[src/rtl/fetch_stage.sv]
// Instruction-fetch stage and IF/ID pipeline register of the RV32I core.
// Variable-latency imem, one request in flight, stale responses discarded.
module fetch_stage #(
    parameter logic [31:0] RESET_PC = 32'h0000_0000
) (
    input  logic        i_clk,
    input  logic        i_rst_n,
    output logic        imem_req_o,
    output logic [31:0] imem_addr_o,
    input  logic        imem_rvalid_i,
    input  logic [31:0] imem_rdata_i,
    input  logic        stall_D_i,
    input  logic        flush_D_i,
    input  logic        redirect_i,
    input  logic [31:0] redirect_pc_i,
    output logic [31:0] instr_D,
    output logic [31:0] pc_D,
    output logic [31:0] pc_four_D,
    output logic        valid_D
);

    typedef enum logic [1:0] {
        S_FETCH,
        S_WAIT,
        S_DROP,
        S_HOLD
    } state_t;

    state_t      state;
    state_t      next_state;

    logic [31:0] pc_F;
    logic [31:0] next_pc_F;
    logic [31:0] pc_req;
    logic [31:0] next_pc_req;

    logic [31:0] hold_instr;
    logic [31:0] hold_pc;
    logic [31:0] next_hold_instr;
    logic [31:0] next_hold_pc;

    logic        req;
    logic [31:0] addr;

    logic        load;
    logic [31:0] load_instr;
    logic [31:0] load_pc;

    // Next-state, request and IF/ID delivery decode.
    always_comb begin
        next_state      = state;
        next_pc_F       = pc_F;
        next_pc_req     = pc_req;
        next_hold_instr = hold_instr;
        next_hold_pc    = hold_pc;
        req             = 1'b0;
        addr            = pc_F;
        load            = 1'b0;
        load_instr      = imem_rdata_i;
        load_pc         = pc_req;

        unique case (state)
            S_FETCH: begin
                req = 1'b1;
                if (redirect_i) begin
                    addr      = redirect_pc_i;
                    next_pc_F = redirect_pc_i + 32'd4;
                end else begin
                    addr      = pc_F;
                    next_pc_F = pc_F + 32'd4;
                end
                next_pc_req = addr;
                next_state  = S_WAIT;
            end

            S_WAIT: begin
                if (redirect_i) begin
                    next_pc_F = redirect_pc_i;
                    if (imem_rvalid_i) begin
                        next_state = S_FETCH;
                    end else begin
                        next_state = S_DROP;
                    end
                end else if (imem_rvalid_i) begin
                    if (!stall_D_i) begin
                        load        = 1'b1;
                        load_instr  = imem_rdata_i;
                        load_pc     = pc_req;
                        req         = 1'b1;
                        addr        = pc_F;
                        next_pc_req = pc_F;
                        next_pc_F   = pc_F + 32'd4;
                    end else begin
                        next_hold_instr = imem_rdata_i;
                        next_hold_pc    = pc_req;
                        next_state      = S_HOLD;
                    end
                end
            end

            S_DROP: begin
                if (redirect_i) begin
                    next_pc_F = redirect_pc_i;
                end
                if (imem_rvalid_i) begin
                    next_state = S_FETCH;
                end
            end

            S_HOLD: begin
                if (redirect_i) begin
                    next_pc_F  = redirect_pc_i;
                    next_state = S_FETCH;
                end else if (!stall_D_i) begin
                    load       = 1'b1;
                    load_instr = hold_instr;
                    load_pc    = hold_pc;
                    next_state = S_FETCH;
                end
            end

            default: begin
                next_state = S_FETCH;
            end
        endcase
    end

    // Fetch FSM, PC and one-entry hold buffer.
    always_ff @(posedge i_clk) begin
        if (!i_rst_n) begin
            state      <= S_FETCH;
            pc_F       <= RESET_PC;
            pc_req     <= 32'h0;
            hold_instr <= 32'h0;
            hold_pc    <= 32'h0;
        end else begin
            state      <= next_state;
            pc_F       <= next_pc_F;
            pc_req     <= next_pc_req;
            hold_instr <= next_hold_instr;
            hold_pc    <= next_hold_pc;
        end
    end

    // IF/ID register: flush beats stall beats load; otherwise a bubble.
    always_ff @(posedge i_clk) begin
        if (!i_rst_n) begin
            instr_D <= 32'h0;
            pc_D    <= 32'h0;
            valid_D <= 1'b0;
        end else if (flush_D_i) begin
            instr_D <= 32'h0;
            valid_D <= 1'b0;
        end else if (stall_D_i) begin
            instr_D <= instr_D;
            pc_D    <= pc_D;
            valid_D <= valid_D;
        end else if (load) begin
            instr_D <= load_instr;
            pc_D    <= load_pc;
            valid_D <= 1'b1;
        end else begin
            instr_D <= 32'h0;
            valid_D <= 1'b0;
        end
    end

    assign imem_req_o  = req & i_rst_n;
    assign imem_addr_o = addr;
    assign pc_four_D   = pc_D + 32'd4;

endmodule

[config.mk]
export PLATFORM = sky130hd
export DESIGN_NAME = fetch_stage
export DESIGN_NICKNAME = d
export VERILOG_FILES = /design/src/rtl/fetch_stage.sv
export SDC_FILE = /design/constraint.sdc
export NUM_CORES = 1
export LEC_CHECK = 0
export BUFFER_PORTS_ARGS = -buffer_cell sky130_fd_sc_hd__clkbuf_2
export CELL_PAD_IN_SITES_DETAIL_PLACEMENT = 1
export CELL_PAD_IN_SITES_GLOBAL_PLACEMENT = 2
export CORE_MARGIN = 2
export CORE_UTILIZATION = 32
export CTS_CLUSTER_SIZE = 12
export DETAILED_ROUTE_END_ITERATION = 10
export PLACE_DENSITY_LB_ADDON = 0.2
export SYNTH_ARGS = -nofsm -noshare
export SYNTH_HDL_FRONTEND = slang
export SYNTH_SLANG_ARGS = --single-unit
[constraint.sdc]
create_clock -name i_clk -period 3.24 [get_ports i_clk]
set_clock_uncertainty 0.15 [all_clocks]
set_input_delay 0.648 -clock i_clk [delete_from_list [all_inputs] [get_ports i_clk]]
set_output_delay 0.648 -clock i_clk [all_outputs]
set_load 0.02 [all_outputs]
==> impl_metrics.env <==
export IMPL_coreArea_sq_um=34630
export IMPL_grt_max_degree=98
export IMPL_final_hold_viol_count=0
export IMPL_grt_antenna_before_repair=0
export IMPL_n_antenna_cell=0
export IMPL_drtIter0Drc=736
export IMPL_cts_tree="yes"
export IMPL_drv_cap=0
export IMPL_fp_row_count=68
export IMPL_m1WireLength_um=20900
export IMPL_async_flop_share_pct=0
export IMPL_die_w_um=191.9
export IMPL_first_pass_iters=5
export IMPL_arrival_ns=2.23
export IMPL_yosys_warnings=0
export IMPL_syn_inst=1544
export IMPL_p_clk_share_pct=36.6
export IMPL_setup_tns_ns=0
export IMPL_ys_types=69
export IMPL_p_sw_w=0.001991
export IMPL_synthToLayoutAreaGrowth_pct=18.91
export IMPL_vias=11710
export IMPL_setup_worst_path_end_class="primary output"
export IMPL_cts_num_sinks=195
export IMPL_place_congestion=0.8915
export IMPL_post_route_period_util_pct=93.41
export IMPL_yosysSeqAreaShare_pct=34.57
export IMPL_drv_slew=0
export IMPL_cp_max_fo=7
export IMPL_synth_edf_count=0
export IMPL_crit_chain="and4_1 -> and3_1 -> and3_2 -> nand3_1 -> xnor2_1 -> clkbuf_2"
export IMPL_timing_final_ws_setup_ns=0.2134
export IMPL_ant_nets=0
export IMPL_track_usage_pct=23.02
export IMPL_rsz0062_at_grt="no"
export IMPL_power_density_nw_per_um2=448.1
export IMPL_synthesis_nets=1617
export IMPL_top_layer="met4"
export IMPL_tightest_slew_ns=0.9384
export IMPL_worstSkewPairLatency_ns=0.46
export IMPL_ir_drop_v=0.0003943
export IMPL_status="completed"
export IMPL_synthFlopType="dfxtp_1"
export IMPL_htreeDepth=4
export IMPL_routedWlPerCell_um=19.83
export IMPL_clkSlewWorstSetupHoldPaths_ns=0.08
export IMPL_synth_seq_cells=195
export IMPL_drc=0
export IMPL_sequentialPowerShare_pct=44.4
export IMPL_critPathSlowestCell="dfxtp_1"
export IMPL_final_common_cell="nand2_1"
export IMPL_cp_top_family="simple AND/OR/NAND/NOR gates"
export IMPL_crit_type="register to primary output"
export IMPL_routed_wl_met2_um=19160
export IMPL_internal_power_w=0.004027
export IMPL_synthTopCellsByArea="dfxtp_1, nand2_1, o211a_1"
export IMPL_slowest_delay_ns=0.44
export IMPL_place_hpwl_um=29850
export IMPL_pwr_share_comb_pct=19.0
export IMPL_grt_ovfl_total=0
export IMPL_portBuffers=199
export IMPL_io_pins=200
export IMPL_drive_gt1_share_pct=19.66
export IMPL_die_area_sq_um=36810
export IMPL_via_per_inst=5.464
export IMPL_wl_um=42520
export IMPL_synth_area_per_cell_sq_um=7.314
export IMPL_grt_pass1_wl_um=66020
export IMPL_post_route_util_pct=38.78
export IMPL_slew_headroom_pct=37.44
export IMPL_root_buffer="clkbuf_16"
export IMPL_cts_buffer_depth=2
export IMPL_dp_slack_ns=0.3976
export IMPL_finalCriticalPeriod_ns=3.027
export IMPL_critPathBufInv=1
export IMPL_cp_required_ns=2.44
export IMPL_finalSetupViolations=0
export IMPL_p_sw_share_pct=33.08
export IMPL_die_h_um=191.9
export IMPL_leakagePower_nw=5.875
export IMPL_layout_nets=1749
export IMPL_synthesis_area_sq_um=11290
export IMPL_start_util_pct=32.61
export IMPL_synth_top_cell_area_share_pct=34.57
export IMPL_max_freq_mhz=330.4
export IMPL_numCtsBuffers=17
export IMPL_hold_class="input port to register"
export IMPL_critPathLaunchType="register"
export IMPL_grt_pass1_vias=11170
export IMPL_final_cell_mix="nand2_1, clkbuf_2, dfxtp_1, nand3_1, a21oi_1"
export IMPL_synth_top_cell_by_area="dfxtp_1"
export IMPL_route_met3_wl_um=1985
==> worst reg2reg max path: stages (launching register included) <==
cell and delay (ns):
dfxtp_1 0.54, nand4_1 0.29, or4_4 0.69, or4_1 0.53, a21o_1 0.19, a31oi_1 0.15
==> cell usage after synthesis (17+ instances only) <==
library cell / count
nand2_1: 419
dfxtp_1: 195
nand3_1: 121
clkbuf_1: 101
a21oi_1: 94
a21boi_0: 69
nor2_1: 69
o211a_1: 63
xnor2_1: 40
o21ai_0: 33
buf_1: 22
nor3_1: 22
nand4_1: 19
buf_2: 17
==> power by group through the flow <==
| stage | Sequential [W] | Clock [W] | Combinational, W |
|---|---|---|---|
| floorplan | 0.00265 | 0 | 0.000731 |
| global placement | 0.00272 | 0 | 0.00112 |
| detailed placement | 0.00273 | 0 | 0.00114 |
| CTS | 0.00267 | 0.00226 | 0.00114 |
| global route | 0.00269 | 0.00236 | 0.00125 |
| finish | 0.00267 | 0.00220 | 0.00114 |
==> kinds of logic (layout without fill, tap and decap cells) <==
group                    Yosys count  in the layout  synth area share [%]
adder cells (fa/ha/maj)            3              3                0.3324
XOR/XNOR                          56             56                 4.343
AND/OR/NAND/NOR                  739            739                 29.54
flip-flops                       195            195                 34.57
buffers and inverters            159            304                 5.584
multiplexers                      22             22                 2.050
AO/OA/AOI/OAI                    370            370                 23.59
==> layer usage <==
layer / vias up / track usage (%)
met4: 0 / 4.911
met5: - / 0
met3: 36 / 2.631
li1: 5656 / -
met2: 306 / 36.56
met1: 5716 / 33.36
==> through the flow <==
step	total power, W	area [sq um]	cells	hold WS, ns
final	0.006018	13430	2144	0.2836
after global routing	0.006305	13430	2144	0.2810
after CTS	0.006073	13430	2144	0.2653
after detailed placement	0.003865	12840	2112	0.3096
after global placement	0.003842	12840	2112	0.3002
after floorplan	0.003386	11290	1544	0.2937
==> registers in the layout (all words and copies together), names as in the netlist <==
register    count
instr_D        32
hold_pc        32
state           2
pc_F           32
valid_D         1
hold_instr     32
pc_req         32
pc_D           32
==> what timing repair did <==
item	4_1_cts	5_1_grt
hold endpoints to repair	0	0
setup endpoints to repair	0	8
hold buffers	0	0
setup buffers	0	0
gates resized for setup	0	3
==> path summary, 6_finish.rpt <==
kind                                                   from  slack (ns)                     endpoint  cells after the start
worst max-delay path                   pc_D[5]$_SDFFE_PN0P_        0.21                pc_four_D[31]                      6
worst max register to register        pc_F[14]$_SDFFE_PN0P_        0.61        pc_F[29]$_SDFFE_PN0P_                      5
worst min-delay path                       imem_rdata_i[23]        0.28  hold_instr[23]$_SDFFE_PN0P_                      3
worst min register to register  hold_instr[15]$_SDFFE_PN0P_        0.31  hold_instr[15]$_SDFFE_PN0P_                      2
==> final cells by class <==
| type | count | area, sq um |
|---|---|---|
| clock inverter | 15 | 163.9 |
| fill | 4285 | 21200 |
| clock buffer | 17 | 425.4 |
| sequential | 195 | 3906 |
| timing repair buffer | 259 | 1524 |
| tap | 455 | 569.3 |
| multi-input combinational | 1190 | 6792 |
| inverter | 13 | 48.80 |
(Power assumes the default switching activity.)
